## src/rtl/optical_link_pkg.sv

```systemverilog
// optical_link_pkg: shared optical link types and constants (transmit states, bit-rate default, sync byte, header layout)
package optical_link_pkg;
  typedef enum logic [2:0] {IDLE, PRE, HDR, PAY, CHK, GAP} tx_state_t;
  localparam int BIT_CYCLES_125K = 216;
  localparam logic [7:0] PREAMBLE_BYTE = 8'hD5;
  localparam int HDR_GRANT_BIT = 7;
endpackage

```

## src/rtl/bit_tick_gen.sv

```systemverilog
// bit_tick_gen: bit-period timebase, one-cycle tick every CYCLES clocks
// Ports: clock, reset (sync, active-high), clear (sync restart at count 0), tick (high on the last clock of each period)
module bit_tick_gen #(
  parameter int CYCLES = 216
) (
  input  logic clock,
  input  logic reset,
  input  logic clear,
  output logic tick
);
  localparam int CW = $clog2(CYCLES);
  localparam logic [CW-1:0] LAST = CW'(CYCLES - 1);
  logic [CW-1:0] cnt;
  assign tick = (cnt == LAST);
  always_ff @(posedge clock) begin
    if (reset || clear) cnt <= '0;
    else cnt <= tick ? '0 : cnt + 1'b1;
  end
endmodule

```

## src/rtl/optical_tx_scheduler.sv

```systemverilog
// optical_tx_scheduler: round-robin frame scheduler and MSB-first LED serializer for two byte-stream requesters
// Ports: clock, reset (sync, active-high); req_valid[1:0], req_data0, req_data1, req_last[1:0] from the requesters;
//        req_ready[1:0] consume pulses; tx_bit LED drive; bit_strobe first clock of each bit; busy frame+gap active;
//        grant frame owner; underrun truncated-frame pulse.
// Build option: define OPTICAL_TX_CHECKSUM_EN to append the XOR checksum byte to every frame.
module optical_tx_scheduler
  import optical_link_pkg::*;
#(
  parameter int         BIT_CYCLES = BIT_CYCLES_125K,
  parameter logic [7:0] PREAMBLE   = PREAMBLE_BYTE,
  parameter int         MAX_LEN    = 64,
  parameter int         GAP_BITS   = 16
) (
  input  logic       clock,
  input  logic       reset,
  input  logic [1:0] req_valid,
  input  logic [7:0] req_data0,
  input  logic [7:0] req_data1,
  input  logic [1:0] req_last,
  output logic [1:0] req_ready,
  output logic       tx_bit,
  output logic       bit_strobe,
  output logic       busy,
  output logic       grant,
  output logic       underrun
);
  localparam logic [7:0]  LEN_END = 8'(MAX_LEN - 1);
  localparam logic [15:0] GAP_END = 16'(GAP_BITS - 1);
`ifdef OPTICAL_TX_CHECKSUM_EN
  localparam tx_state_t TAIL = CHK;
`else
  localparam tx_state_t TAIL = GAP;
`endif
  tx_state_t state, state_n;
  logic tick, byte_end, slot, take, pick, rr, done;
  logic [2:0] bidx;
  logic [7:0] sh, nbytes, data, hdr, nb;
  logic [15:0] gcnt;
`ifdef OPTICAL_TX_CHECKSUM_EN
  logic [7:0] cks;
`endif
  // tx_bit comes straight from the shift register MSB; zeros shift in, so the line idles low
  assign tx_bit = sh[7];
  assign busy = (state != IDLE);
  // Holding the counter clear in IDLE makes the first preamble bit a full period
  bit_tick_gen #(.CYCLES(BIT_CYCLES)) u_tick (
    .clock(clock),
    .reset(reset),
    .clear(state == IDLE),
    .tick(tick)
  );
  always_comb begin
    byte_end = tick && bidx == 3'd7;
    // A payload slot is any byte boundary that could load a payload byte
    slot = byte_end && (state == HDR || (state == PAY && !done));
    take = slot && req_valid[grant];
    pick = &req_valid ? rr : req_valid[1];
    data = grant ? req_data1 : req_data0;
    hdr = 8'h00;
    hdr[HDR_GRANT_BIT] = grant;
    state_n = state;
    case (state)
      IDLE:     state_n = |req_valid ? PRE : IDLE;
      PRE:      state_n = byte_end ? HDR : PRE;
      HDR, PAY: state_n = byte_end ? (take ? PAY : TAIL) : state;
      CHK:      state_n = byte_end ? GAP : CHK;
      GAP:      state_n = tick && gcnt == GAP_END ? IDLE : GAP;
      default:  state_n = IDLE;
    endcase
`ifdef OPTICAL_TX_CHECKSUM_EN
    nb = state_n == HDR ? hdr : state_n == PAY ? data : state_n == CHK ? cks : 8'h00;
`else
    nb = state_n == HDR ? hdr : state_n == PAY ? data : 8'h00;
`endif
    req_ready = take && !reset ? (grant ? 2'b10 : 2'b01) : 2'b00;
    underrun = slot && !req_valid[grant] && !reset;
  end
  always_ff @(posedge clock) state <= reset ? IDLE : state_n;
  always_ff @(posedge clock) begin
    if (reset) begin
      sh <= '0;
      bit_strobe <= 1'b0;
      grant <= 1'b0;
      rr <= 1'b0;
      bidx <= '0;
      nbytes <= '0;
      done <= 1'b0;
      gcnt <= '0;
`ifdef OPTICAL_TX_CHECKSUM_EN
      cks <= '0;
`endif
    end else if (state == IDLE) begin
      bit_strobe <= |req_valid;
      if (|req_valid) begin
        grant <= pick;
        rr <= !pick;
        sh <= PREAMBLE;
        bidx <= '0;
        nbytes <= '0;
        done <= 1'b0;
        gcnt <= '0;
`ifdef OPTICAL_TX_CHECKSUM_EN
        cks <= '0;
`endif
      end
    end else if (tick) begin
      bit_strobe <= state_n != IDLE;
      if (state == GAP) gcnt <= gcnt + 1'b1;
      else begin
        bidx <= bidx + 1'b1;
        sh <= byte_end ? nb : {sh[6:0], 1'b0};
      end
      if (take) begin
        nbytes <= nbytes + 1'b1;
        done <= req_last[grant] || nbytes == LEN_END;
`ifdef OPTICAL_TX_CHECKSUM_EN
        cks <= cks ^ data;
`endif
      end
    end else bit_strobe <= 1'b0;
  end
endmodule

```

## config.mk

```make
export PLATFORM = sky130hd
export DESIGN_NAME = optical_tx_scheduler
export DESIGN_NICKNAME = d
export VERILOG_FILES = /design/src/rtl/optical_link_pkg.sv /design/src/rtl/bit_tick_gen.sv /design/src/rtl/optical_tx_scheduler.sv
export SDC_FILE = /design/constraint.sdc
export NUM_CORES = 1
export LEC_CHECK = 0
export CAP_MARGIN = 20
export CELL_PAD_IN_SITES_DETAIL_PLACEMENT = 2
export CELL_PAD_IN_SITES_GLOBAL_PLACEMENT = 2
export CORE_MARGIN = 2
export CORE_UTILIZATION = 31
export CTS_CLUSTER_SIZE = 16
export DETAILED_ROUTE_END_ITERATION = 12
export MAX_ROUTING_LAYER = met4
export PLACE_DENSITY_LB_ADDON = 0.1
export SLEW_MARGIN = 25
export SYNTH_ARGS = -nofsm -noshare
export SYNTH_HDL_FRONTEND = slang
export SYNTH_SLANG_ARGS = --single-unit
export TNS_END_PERCENT = 1
```

## constraint.sdc

```tcl
create_clock -name clock -period 2.05 [get_ports clock]
set_clock_uncertainty 0.1 [all_clocks]
set_input_delay 0.3075 -clock clock [delete_from_list [all_inputs] [get_ports clock]]
set_output_delay 0.3075 -clock clock [all_outputs]
set_load 0.1 [all_outputs]
```

==> results of run 1 <==
-- worst register-to-register path, delay by kind of cell (launching register included) --
kind                       cells  cell delay [ns]
DFF                            1             0.37
AOI/OAI and AO/OA              2             0.47
adders and majority gates      1             0.15
buffers and inverters          1             0.18
and+or+nand+nor                3             0.73
-- sequential cells by signal (all words and copies together), names as in the netlist --
register,cells
done,1
bidx,3
sh,8
rr,1
state,3
nbytes,8
bit_strobe,1
u_tick.cnt,8
gcnt,16
grant,1
-- metal layers --
layer  vias to the layer above  global-route usage, %
met2                        23                   35.7
met5                         -                      -
met3                         8                   2.56
met1                      1280                   24.7
li1                       1215                      -
met4                         0                   3.29
-- Yosys cell counts, types with 5 or more instances --
cell       instances
dfxtp_1           50
nor2_1            38
a21oi_1           23
nand2_1           21
nand3_1           19
xnor2_1           13
o21ai_0           10
nor3_1             9
xor2_1             9
clkbuf_1           8
a2111oi_2          6
and3_1             6
inv_1              6
mux2_2             6
a211oi_1           5
and2_1             5
ha_1               5
-- worst min path at each step --
stage                   from             to  depth (start not counted)
3_5_place_dp   u_tick.cnt[0]  u_tick.cnt[0]                          1
6_report       u_tick.cnt[0]  u_tick.cnt[0]                          1
5_1_grt        u_tick.cnt[0]  u_tick.cnt[0]                          1
4_1_cts        u_tick.cnt[0]  u_tick.cnt[0]                          1
3_3_place_gp   u_tick.cnt[0]  u_tick.cnt[0]                          1
2_1_floorplan          reset          sh[7]                          1
-- final cells by class --
type	instances	share of cell area, %
tap	105	3.72
multi-input combinational	234	46.5
sequential	50	28.7
clock buffer	5	1.95
clock inverter	3	1.24
timing repair buffer	65	17.3
inverter	6	0.638
-- layout by cell type, fill, tap and decap left out, types with 3 or more instances in the layout --
cell	instances
a2111oi_2	7
a211oi_1	3
a21oi_1	23
a221oi_1	3
and2_1	4
and3_1	6
and4_1	3
buf_12	5
buf_4	37
clkbuf_8	5
clkdlybuf4s50_1	21
dfxtp_1	44
dfxtp_2	5
ha_4	3
inv_1	5
mux2_2	6
mux2i_1	3
nand2_1	21
nand3_1	19
nor2_1	35
nor2_2	5
nor2_4	3
nor3_1	8
o211ai_1	3
o21ai_0	10
o22ai_1	3
or3_1	4
xnor2_1	13
xor2_1	9
-- power by group through the flow --
stage,sequential (mW),clock (mW),combinational [mW]
floorplan,1.06,0,0.139
global placement,1.02,0,0.310
detailed placement,1.03,0,0.318
CTS,1.00,0.758,0.322
global route,1.01,0.792,0.344
finish,1.00,0.726,0.320
-- metrics by stage --
step	cells	cell area [um^2]	power (mW)	hold WS [ns]	setup TNS, ns
detailed placement	460	3380	1.34	0.335	-0.370
finish	468	3530	2.05	0.345	-0.847
floorplan	305	2730	1.20	0.286	-5.65
CTS	468	3500	2.08	0.350	-0.961
global route	468	3530	2.14	0.372	-1.59
global placement	460	3380	1.33	0.327	-0.0329
-- cell families (layout without fill, tap and decap cells) --
| family | count (synthesis) | after routing |
|---|---|---|
| buffers and inverters | 21 | 79 |
| and+or+nand+nor | 128 | 128 |
| DFF | 50 | 50 |
| adders and majority gates | 5 | 5 |
| AOI/OAI and AO/OA | 70 | 70 |
| xor gates and xnor gates | 22 | 22 |
| muxes | 9 | 9 |
-- repair_timing --
action / 4_1_cts / 5_1_grt
pin swaps: 3 / 2
setup endpoints to repair: 7 / 21
gates resized for setup: 3 / 9
buffers inserted: 0 / 0
==> key figures, run 1 <==
Clocking
  • CTS clk-pin slew, worst paths: around 0.10 ns
  • CTS Root Cell: clkbuf_8
  • Clk_lat worst skew: 0.31 ns
  • CTS sink cnt: 50
  • Max Buffers Root-to-Sink: 2
  • Num CTS Buffers: 5
  • # hold bufs at CTS: 0
  • H-tree depth: 2
  • CTS tree: done

Setup path
  • CP delay by family, top: simple AND/OR/NAND/NOR gates
  • Worst R2R Path Depth: 7
  • CP max FO: 3
  • CP peak stage delay: 0.37 ns
  • CP Launch Type: flop
  • Critical-path top delay cell: dfxtp_2
  • Critical path type: flop to primary output
  • Worst path cell trace: ha_4 -> ha_4 -> and4bb_1 -> and2_4 -> nand4b_1 -> buf_6 -> nor3b_4 -> buf_12
  • Crit path buffers/inverters: 2
  • Critical path's most frequent cell: ha_4
  • Crit path launch: bidx[0]
  • R2r setup slk: -0.02 ns
  • Worst Setup EP: req_ready[0]
  • Req. time, crit path: about 1.6 ns
  • R2R Path End: gcnt[15]
  • Critical R2R Launch: u_tick.cnt[0]
  • CP Capture Type: primary output
  • CP Depth: 8
  • Arr. time, crit path: 2.01 ns

Die
  • Row Count: 33
  • # IOs: 29
  • Die Span Y: 96.5 um
  • Initial Util: 32.2%
  • Die area: 9320 um^2
  • Core area: 8260 um^2
  • Chip width: 96.5 um

Synth
  • Top-area cell type share of the netlist area: between 30 and 40%
  • Count of different cell masters after synthesis: 53
  • Simple-gate share of the synthesized area: roughly a quarter
  • Number of synthesized register bits: 50
  • Area contributors post-synth: dfxtp_1 (38%), nor2_1 (5.4%), a21oi_1 (4.3%)
  • Complex-gate fraction of the synthesized area: 18.9%
  • Largest family of logic cells by synthesized area: simple AND/OR/NAND/NOR gates
  • EDFF count, synth: 0
  • Post-synthesis sequential area ratio: 37.7%
  • Mapped cell area: 2660 um^2
  • Mux cell area share after synthesis: 3.68%
  • Adder-cell share of the synthesized area: 2.36%
  • Most used flip-flop cell after synthesis: dfxtp_1
  • Number of synthesis warnings: 0
  • Post-Syn Area per Cell: 8.71 um^2
  • Syn Nets: 332
  • Post-synth top area cell: dfxtp_1
  • Ys async rst share: 0%
  • Syn Inst Count: about 300
  • Xor/xnor share of the synthesized area: 7.26%

Route
  • Wire length on met3: between 100 and 150 um
  • DRC viols: 0
  • ANT nets after route: 0
  • Met2 routed WL: 4.30 mm
  • Via density: around 5.4
  • Via Count: about 2500
  • DR top layer: met4
  • WL met1: approximately 3.8 mm
  • Routed WL: 8.27 mm
  • DR pass1 iterations: 4
  • Post-DR wirelength/cell: 17.7 um
  • Initial DRC count: 57

Layout
  • FF+latch area: 1010 um^2
  • Area of the multi-input gates: 1640 um^2
  • Util after Layout: a little over two fifths
  • # nets final: 389
  • Area Overhead vs Synth: 32.9%
  • Diodes inserted: 0
  • Share of post-route cells with drive strength above 1: between 20% and 30%
  • Layout fillers: 934

Pwr
  • Power Dens Cells: roughly 580 nW/um^2
  • Sw Pwr: 0.558 mW
  • Cell internal pwr: 1.49 mW
  • Sw frac: around 27%
  • Worst IR Drop VDD: between 0.0002 and 0.0003 V
  • Clock power share: 35.5%
  • Logic pwr share: between 10% and 20%
  • Lkg Pwr: 1.22 nW
  • Part of the power in registers: slightly below 50%

Placement
  • DP HPWL: between 6 and 7 mm
  • Pre-CTS setup slack: -0.0778 ns
  • GP Congestion: 0.711
  • Port Buf Inserts: 28

STA
  • Slew margin rel.: 74.2%
  • Tmin final: 2.41 ns
  • Final setup violation count: 4
  • Final period utilization: 118%
  • Worst Tran Pin Value: 0.381 ns
  • Final hold violations: 0
  • Peak Freq: 414 MHz
  • Final worst slack: -0.365 ns
  • Final slew viol count: 0
  • RSZ-0062 raised after global routing: yes

Min path
  • Type of the most critical hold path: flop to flop

Global route
  • Total congestion overflow: 0
  • Largest net degree at the start of global routing: 17
  • Global Route Usage Sum: 20.1%
  • Vias in the first global route: 2709
  • Global-route wire length before repair: 14.0 mm
  • Initial antenna violation count: 0

Outcome
  • Failing checks: setup timing
  • Status: finished with violations

Job
  • MaxCap Viol Count: 0
No activity file was read; power rests on OpenSTA's default activity.
==> run 2, diff against run 1 <==
--- a/config.mk
+++ b/config.mk
@@ -9,7 +9,7 @@
 export CELL_PAD_IN_SITES_DETAIL_PLACEMENT = 2
 export CELL_PAD_IN_SITES_GLOBAL_PLACEMENT = 2
 export CORE_MARGIN = 2
-export CORE_UTILIZATION = 31
+export CORE_UTILIZATION = 34
 export CTS_CLUSTER_SIZE = 16
 export DETAILED_ROUTE_END_ITERATION = 12
 export MAX_ROUTING_LAYER = met4
@@ -18,4 +18,4 @@
 export SYNTH_ARGS = -nofsm -noshare
 export SYNTH_HDL_FRONTEND = slang
 export SYNTH_SLANG_ARGS = --single-unit
-export TNS_END_PERCENT = 1
+export TNS_END_PERCENT = 10
==> constraint.sdc (replaced) <==
create_clock -name clock -period 2.5 [get_ports clock]
set_clock_uncertainty 0.1 [all_clocks]
set_input_delay 0.375 -clock clock [delete_from_list [all_inputs] [get_ports clock]]
set_output_delay 0.375 -clock clock [all_outputs]
set_load 0.1 [all_outputs]
==> run 2 against run 1 <==
Against the previous run: via count shrank 3.9%; the run now ends clean; critical path type unchanged; utilization grew 0.86 points; largest cell class unchanged; sequential power shrank 18%.
==> key figures, run 2 (synthesis results as in run 1) <==
STA
  • Slew margin rel.: 70.3% (was 74.2%)
  • Tmin final: 2.45 ns
  • Peak Freq: 409 MHz
  • RSZ-0062 raised after global routing: yes (unchanged)
  • Worst Tran Pin Value: 0.443 ns (was 0.381 ns)
  • Final setup violation count: 0 (was 4)
  • Final worst slack: 0.0548 ns (was -0.365 ns)
  • Final period utilization: 97.8%
  • Final slew viol count: 0 (unchanged)
  • Final hold violations: 0 (unchanged)

Die
  • Core area: 7650 um^2 (was 8260 um^2)
  • Initial Util: 34.7% (was 32.2%)
  • Die area: 8530 um^2 (was 9320 um^2)
  • Row Count: 32 (was 33)
  • Chip width: 92.4 um (was 96.5 um)
  • Die Span Y: 92.4 um (was 96.5 um)
  • # IOs: 29 (unchanged)

Layout
  • Util after Layout: 43.6% (was 42.7%)
  • Most common cell after layout, fill and taps aside: dfxtp_1 (unchanged)
  • # nets final: 373 (was 389)
  • Commonest cells after routing, fill and taps aside: dfxtp_1 (48), nor2_1 (36), a21oi_1 (23) (was dfxtp_1 (44), buf_4 (37), nor2_1 (35))
  • Area of the multi-input gates: 1610 um^2 (was 1640 um^2)
  • FF+latch area: 1000 um^2 (was 1010 um^2)
  • Layout fillers: 854 (was 934)
  • Share of post-route cells with drive strength above 1: 19.7% (was 25.9%)
  • Diodes inserted: 0 (unchanged)
  • Register bank with the most flops: gcnt (unchanged)
  • Area Overhead vs Synth: 25.5% (was 32.9%)
  • Post-route cell area: 3330 um^2 (was 3530 um^2)
  • Max reg flops: 16 (unchanged)

Placement
  • DP HPWL: 5.59 mm (was 6.18 mm)
  • Post-DP Area: 3170 um^2 (was 3380 um^2)
  • Pre-CTS setup slack: 0.0194 ns (was -0.0778 ns)
  • Port Buf Inserts: 28 (unchanged)
  • GP Congestion: 0.752 (was 0.711)

Route
  • Routed WL: 7.66 mm (was 8.27 mm)
  • DR pass1 iterations: 4 (unchanged)
  • ANT nets after route: 0 (unchanged)
  • Post-DR wirelength/cell: 17.1 um (was 17.7 um)
  • Via Count: 2427 (was 2526)
  • DRC viols: 0 (unchanged)
  • Initial DRC count: 44 (was 57)
  • Via density: 5.42 (was 5.40)

Clocking
  • H-tree depth: 2 (unchanged)
  • Num CTS Buffers: 5 (unchanged)
  • Clk_lat worst skew: 0.31 ns (about the same)
  • CTS tree: done (unchanged)
  • CTS Root Cell: clkbuf_8 (unchanged)
  • CTS sink cnt: 50 (unchanged)
  • Max Buffers Root-to-Sink: 2 (unchanged)
  • CTS clk-pin slew, worst paths: 0.09 ns (was 0.10 ns)
  • # hold bufs at CTS: 0 (unchanged)

Outcome
  • Status: completed (was finished with violations)

Pwr
  • Power, Total: 1.53 mW (was 2.05 mW)
  • Lkg Pwr: 1.13 nW (was 1.22 nW)
  • Power Dens Cells: 458 nW/um^2 (was 581 nW/um^2)
  • Worst IR Drop VDD: 0.000189 V (was 0.000271 V)

Setup path
  • Critical-path top delay cell: dfxtp_2 (unchanged)
  • Critical path type: flop to primary output (unchanged)
  • CP peak stage delay: 0.36 ns (was 0.37 ns)
  • Critical path's most frequent cell: ha_4 (unchanged)
  • CP Launch Type: flop (unchanged)
  • R2R Path End: gcnt[15] (unchanged)
  • Worst R2R Path Depth: 7 (unchanged)
  • Req. time, crit path: 2.03 ns (was 1.64 ns)
  • Arr. time, crit path: 1.97 ns (was 2.01 ns)
  • R2r setup slk: 0.31 ns (was -0.02 ns)
  • CP max FO: 3 (unchanged)
  • Critical R2R Launch: u_tick.cnt[0] (unchanged)
  • Worst path cell trace: ha_4 -> ha_4 -> and4bb_1 -> and2_4 -> nand4b_1 -> buf_6 -> nor3b_4 -> buf_12 (unchanged)
  • CP Capture Type: primary output (unchanged)

Global route
  • Vias in the first global route: 2562 (was 2709)
  • Global-route wire length before repair: 12.9 mm (was 14.0 mm)
  • Initial antenna violation count: 0 (unchanged)
  • Total congestion overflow: 0 (unchanged)
  • Global Route Usage Sum: 19.3% (was 20.1%)
  • Largest net degree at the start of global routing: 25 (was 17)

Job
  • MaxCap Viol Count: 0 (unchanged)

Min path
  • WHS Endpoint: sh[3] (was u_tick.cnt[0])
  • Type of the most critical hold path: flop to flop (unchanged)
  • Hold_sp: sh[3] (was u_tick.cnt[0])
  • Hold depth: 2 (was 1)
-- run 2: changes by cell type in the layout (fill, tap and decap cells not counted), sizes merged --
cell / previous run / this run
bufinv: 1 / 0
inv: 7 / 6
clkinv: 1 / 2
buf: 44 / 28
-- run 2: worst max-delay path: cells and delay by family, from the launching register on --
kind	cells	cell delay, ns
fa+ha+maj	2	0.25
buf+inv	2	0.35
simple gates	4	0.69
flops	1	0.36
-- run 2: stage by stage --
step | hold WS, ns | TNS, ns | cells
CTS | 0.362 | 0 | 446
detailed placement | 0.350 | 0 | 436
global placement | 0.331 | 0 | 436
finish | 0.360 | 0 | 448
global route | 0.392 | -0.0144 | 448
floorplan | 0.316 | -0.567 | 305
-- run 2: final cells by class --
cell class                      instances  share of cell area, %
Timing Repair Buffer                   49                   14.6
Clock buffer                            5                   2.06
Clock inverter                          2                  0.300
Sequential cell                        50                   30.1
Multi-Input combinational cell        234                   48.4
Tap cell                              102                   3.83
Inverter                                6                  0.676
-- run 2: power by group --
| part | total (mW) | internal [mW] | switching (mW) |
|---|---|---|---|
| registers | 0.823 | 0.811 | 0.0117 |
| clock network | 0.462 | 0.189 | 0.273 |
| logic | 0.242 | 0.0974 | 0.145 |
-- run 2: metal layers --
| layer | GRT usage (%) | vias to the layer above | wire length [um] |
|---|---|---|---|
| met5 | - | - | 0 |
| met3 | 2.93 | 10 | 128 |
| met1 | 23.3 | 1212 | 3540 |
| met4 | 4.60 | 0 | 96 |
| met2 | 33.8 | 18 | 3890 |
| li1 | - | 1187 | - |
-- run 2: worst max path at each step --
| stage | from | end | slack (ns) | cells past startpoint |
|---|---|---|---|---|
| after floorplan | grant | underrun | -0.24 | 2 |
| after global placement | u_tick.cnt[0] | req_ready[0] | 0.09 | 6 |
| after detailed placement | req_valid[0] | nbytes[7] | 0.02 | 6 |
| after CTS | bidx[0] | req_ready[0] | 0.003 | 8 |
| after global routing | bidx[1] | req_ready[0] | -0.01 | 8 |
| final | bidx[1] | req_ready[0] | 0.05 | 8 |
-- run 2: timing repair --
action,4_1_cts,5_1_grt
gates cloned,0,0
gates resized for setup,3,8
setup endpoints to repair,3,2
buffers inserted,3,2
pin swaps,1,3
==> run 3, diff against run 2 <==
==> constraint.sdc (replaced) <==
create_clock -name clock -period 2.5 [get_ports clock]
set_clock_uncertainty 0.1 [all_clocks]
set_input_delay 0.375 -clock clock [delete_from_list [all_inputs] [get_ports clock]]
set_output_delay 0.375 -clock clock [all_outputs]
set_load 0.02 [all_outputs]
==> run 3 against run 2 <==
Against the previous run: design area fell by 2.7%; worst hold slack lost 0.0021 ns; count of clock-buffer cells in the layout is the same; flip-flop and latch count stayed put; critical path depth is 1 lower; setup slack improved by 0.071 ns; critical path type unchanged; first-iteration DRC count decreased by 2.3%; utilization down 1.2 points; non-clock buffer count rose by 3.
==> key figures, run 3 (synthesis results as in run 1) <==
Clocking
  • CTS tree: done (unchanged)
  • CTS Root Cell: clkbuf_8 (unchanged)
  • # hold bufs at CTS: 0 (unchanged)
  • CTS sink cnt: 50 (unchanged)
  • Clk_lat worst skew: 0.30 ns (was 0.31 ns)
  • CTS clk-pin slew, worst paths: 0.10 ns (was 0.09 ns)
  • H-tree depth: 2 (unchanged)
  • Max Buffers Root-to-Sink: 2 (unchanged)
  • Num CTS Buffers: 5 (unchanged)
  • # Post-CTS Setup Buffers: 0 (was 3)

STA
  • Final TNS setup: 0 ns (unchanged)
  • Worst Tran Pin Value: 0.798 ns (was 0.443 ns)
  • Final slew viol count: 0 (unchanged)
  • Tmin final: 2.37 ns (was 2.45 ns)
  • RSZ-0062 raised after global routing: no (was yes)
  • Slew margin rel.: 46.6% (was 70.3%)
  • Final setup violation count: 0 (unchanged)
  • Final period utilization: 95.0% (was 97.8%)
  • Peak Freq: 421 MHz (was 409 MHz)
  • Final hold violations: 0 (unchanged)

Pwr
  • Lkg Pwr: 1.12 nW (was 1.13 nW)
  • Power, Total: 1.49 mW (was 1.53 mW)
  • Power Dens Cells: 459 nW/um^2 (was 458 nW/um^2)
  • Worst IR Drop VDD: 0.000223 V (was 0.000189 V)

Min path
  • Type of the most critical hold path: flop to flop (unchanged)
  • Hold_sp: u_tick.cnt[0] (was sh[3])

Global route
  • Global-route wire length before repair: 12.7 mm (was 12.9 mm)
  • Initial antenna violation count: 0 (unchanged)
  • Global Route Usage Sum: 18.8% (was 19.3%)
  • Largest net degree at the start of global routing: 25 (unchanged)
  • Vias in the first global route: 2522 (was 2562)
  • Total congestion overflow: 0 (unchanged)

Setup path
  • CP delay by family, top: simple AND/OR/NAND/NOR gates (unchanged)
  • Req. time, crit path: 2.03 ns (about the same)
  • CP Launch Type: flop (unchanged)
  • Critical-path top delay cell: dfxtp_2 (unchanged)
  • CP peak stage delay: 0.34 ns (was 0.36 ns)
  • Critical path's most frequent cell: ha_1 (was ha_4)
  • Arr. time, crit path: 1.90 ns (was 1.97 ns)
  • Crit path buffers/inverters: 1 (was 2)
  • Worst path cell trace: ha_1 -> ha_1 -> and4bb_1 -> and2_4 -> nand4b_1 -> nor3b_2 -> buf_4 (was ha_4 -> ha_4 -> and4bb_1 -> and2_4 -> nand4b_1 -> buf_6 -> nor3b_4 -> buf_12)
  • Critical path type: flop to primary output (unchanged)
  • CP Capture Type: primary output (unchanged)
  • Critical R2R Launch: u_tick.cnt[0] (unchanged)
  • CP max FO: 3 (unchanged)
  • Crit path launch: bidx[0] (was bidx[1])

Layout
  • Post-route cell area: 3240 um^2 (was 3330 um^2)
  • Commonest cells after routing, fill and taps aside: dfxtp_1 (48), nor2_1 (38), clkdlybuf4s50_1 (25), buf_4 (25), a21oi_1 (23) (was dfxtp_1 (48), nor2_1 (36), a21oi_1 (23))
  • Max reg flops: 16 (unchanged)
  • Final std cells w/o fill: 451 (was 448)
  • Share of post-route cells with drive strength above 1: 17.5% (was 19.7%)
  • Register bank with the most flops: gcnt (unchanged)
  • Diodes inserted: 0 (unchanged)
  • Layout fillers: 860 (was 854)
  • Most common cell after layout, fill and taps aside: dfxtp_1 (unchanged)
  • Area Overhead vs Synth: 22.1% (was 25.5%)
  • # nets final: 376 (was 373)
  • Util after Layout: 42.4% (was 43.6%)

Placement
  • GP Congestion: 0.770 (was 0.752)
  • Post-DP Area: 3160 um^2 (was 3170 um^2)
  • Port Buf Inserts: 28 (unchanged)
  • Placed Cells incl. Taps: 444 (was 436)
  • DP HPWL: 5.47 mm (was 5.59 mm)

Outcome
  • Status: completed (unchanged)

Route
  • Via Count: 2396 (was 2427)
  • DR pass1 iterations: 4 (unchanged)
  • Via density: 5.31 (was 5.42)
  • Post-DR wirelength/cell: 16.5 um (was 17.1 um)
  • Routed WL: 7.46 mm (was 7.66 mm)
  • ANT nets after route: 0 (unchanged)
  • DRC viols: 0 (unchanged)
  • Initial DRC count: 43 (was 44)

Die
  • Initial Util: 34.7% (unchanged)
  • Chip width: 92.4 um (unchanged)
  • # IOs: 29 (unchanged)
  • Row Count: 32 (unchanged)
  • Die Span Y: 92.4 um (unchanged)
  • Core area: 7650 um^2 (unchanged)
  • Die area: 8530 um^2 (unchanged)

Job
  • MaxCap Viol Count: 0 (unchanged)
## run 3: cell types whose count changed in the layout (fill, tap and decap cells not counted), moves of 2 or more
cell             delta
buf_12              -5
buf_2               +2
buf_4               +3
clkdlybuf4s50_1     +4
clkinv_2            -2
clkinvlp_4          +2
ha_1                +3
ha_4                -3
nor2_1              +2
## run 3: path summary, 6_finish.rpt
kind	to	slack (ns)	cells after the start
worst min register to register	u_tick.cnt[0]	0.36	1
worst max-delay path	req_ready[0]	0.13	7
worst min-delay path	u_tick.cnt[0]	0.36	1
worst max register to register	gcnt[15]	0.30	7
## run 3: stage by stage
step / hold slack, ns / setup WS, ns
floorplan: 0.313 / 0.218
CTS: 0.358 / 0.0106
finish: 0.358 / 0.126
global placement: 0.324 / -0.0198
detailed placement: 0.337 / -0.0596
global route: 0.382 / 0.00878
## run 3: what timing repair did
item | CTS | global route
resized for setup | 12 | 6
setup endpoints to repair | 3 | 3
pin swaps | 1 | 2
## run 3: area by class of cell
class	count	area, um^2	area share, %
Sequential cell	50	1000	30.9
Timing Repair Buffer	52	448	13.8
Tap cell	102	128	3.94
Inverter	6	22.5	0.694
Clock inverter	2	15.0	0.463
Clock buffer	5	68.8	2.12
Multi-Input combinational cell	234	1560	48.0
## run 3: layer usage
metal	wire length (um)	share of wire, %	track usage, %	vias to the layer above
met5	0	0	-	-
met4	38	0.51	3.23	0
met3	139	1.9	2.77	6
met2	3600	48	32.0	23
met1	3690	49	24.0	1179
li1	-	-	-	1188
## run 3: where the power goes
part	switching, mW	internal [mW]	total [mW]
Combinational	0.106	0.0936	0.199
Clock	0.276	0.192	0.468
Sequential	0.0104	0.811	0.822
Total	0.392	1.10	1.49
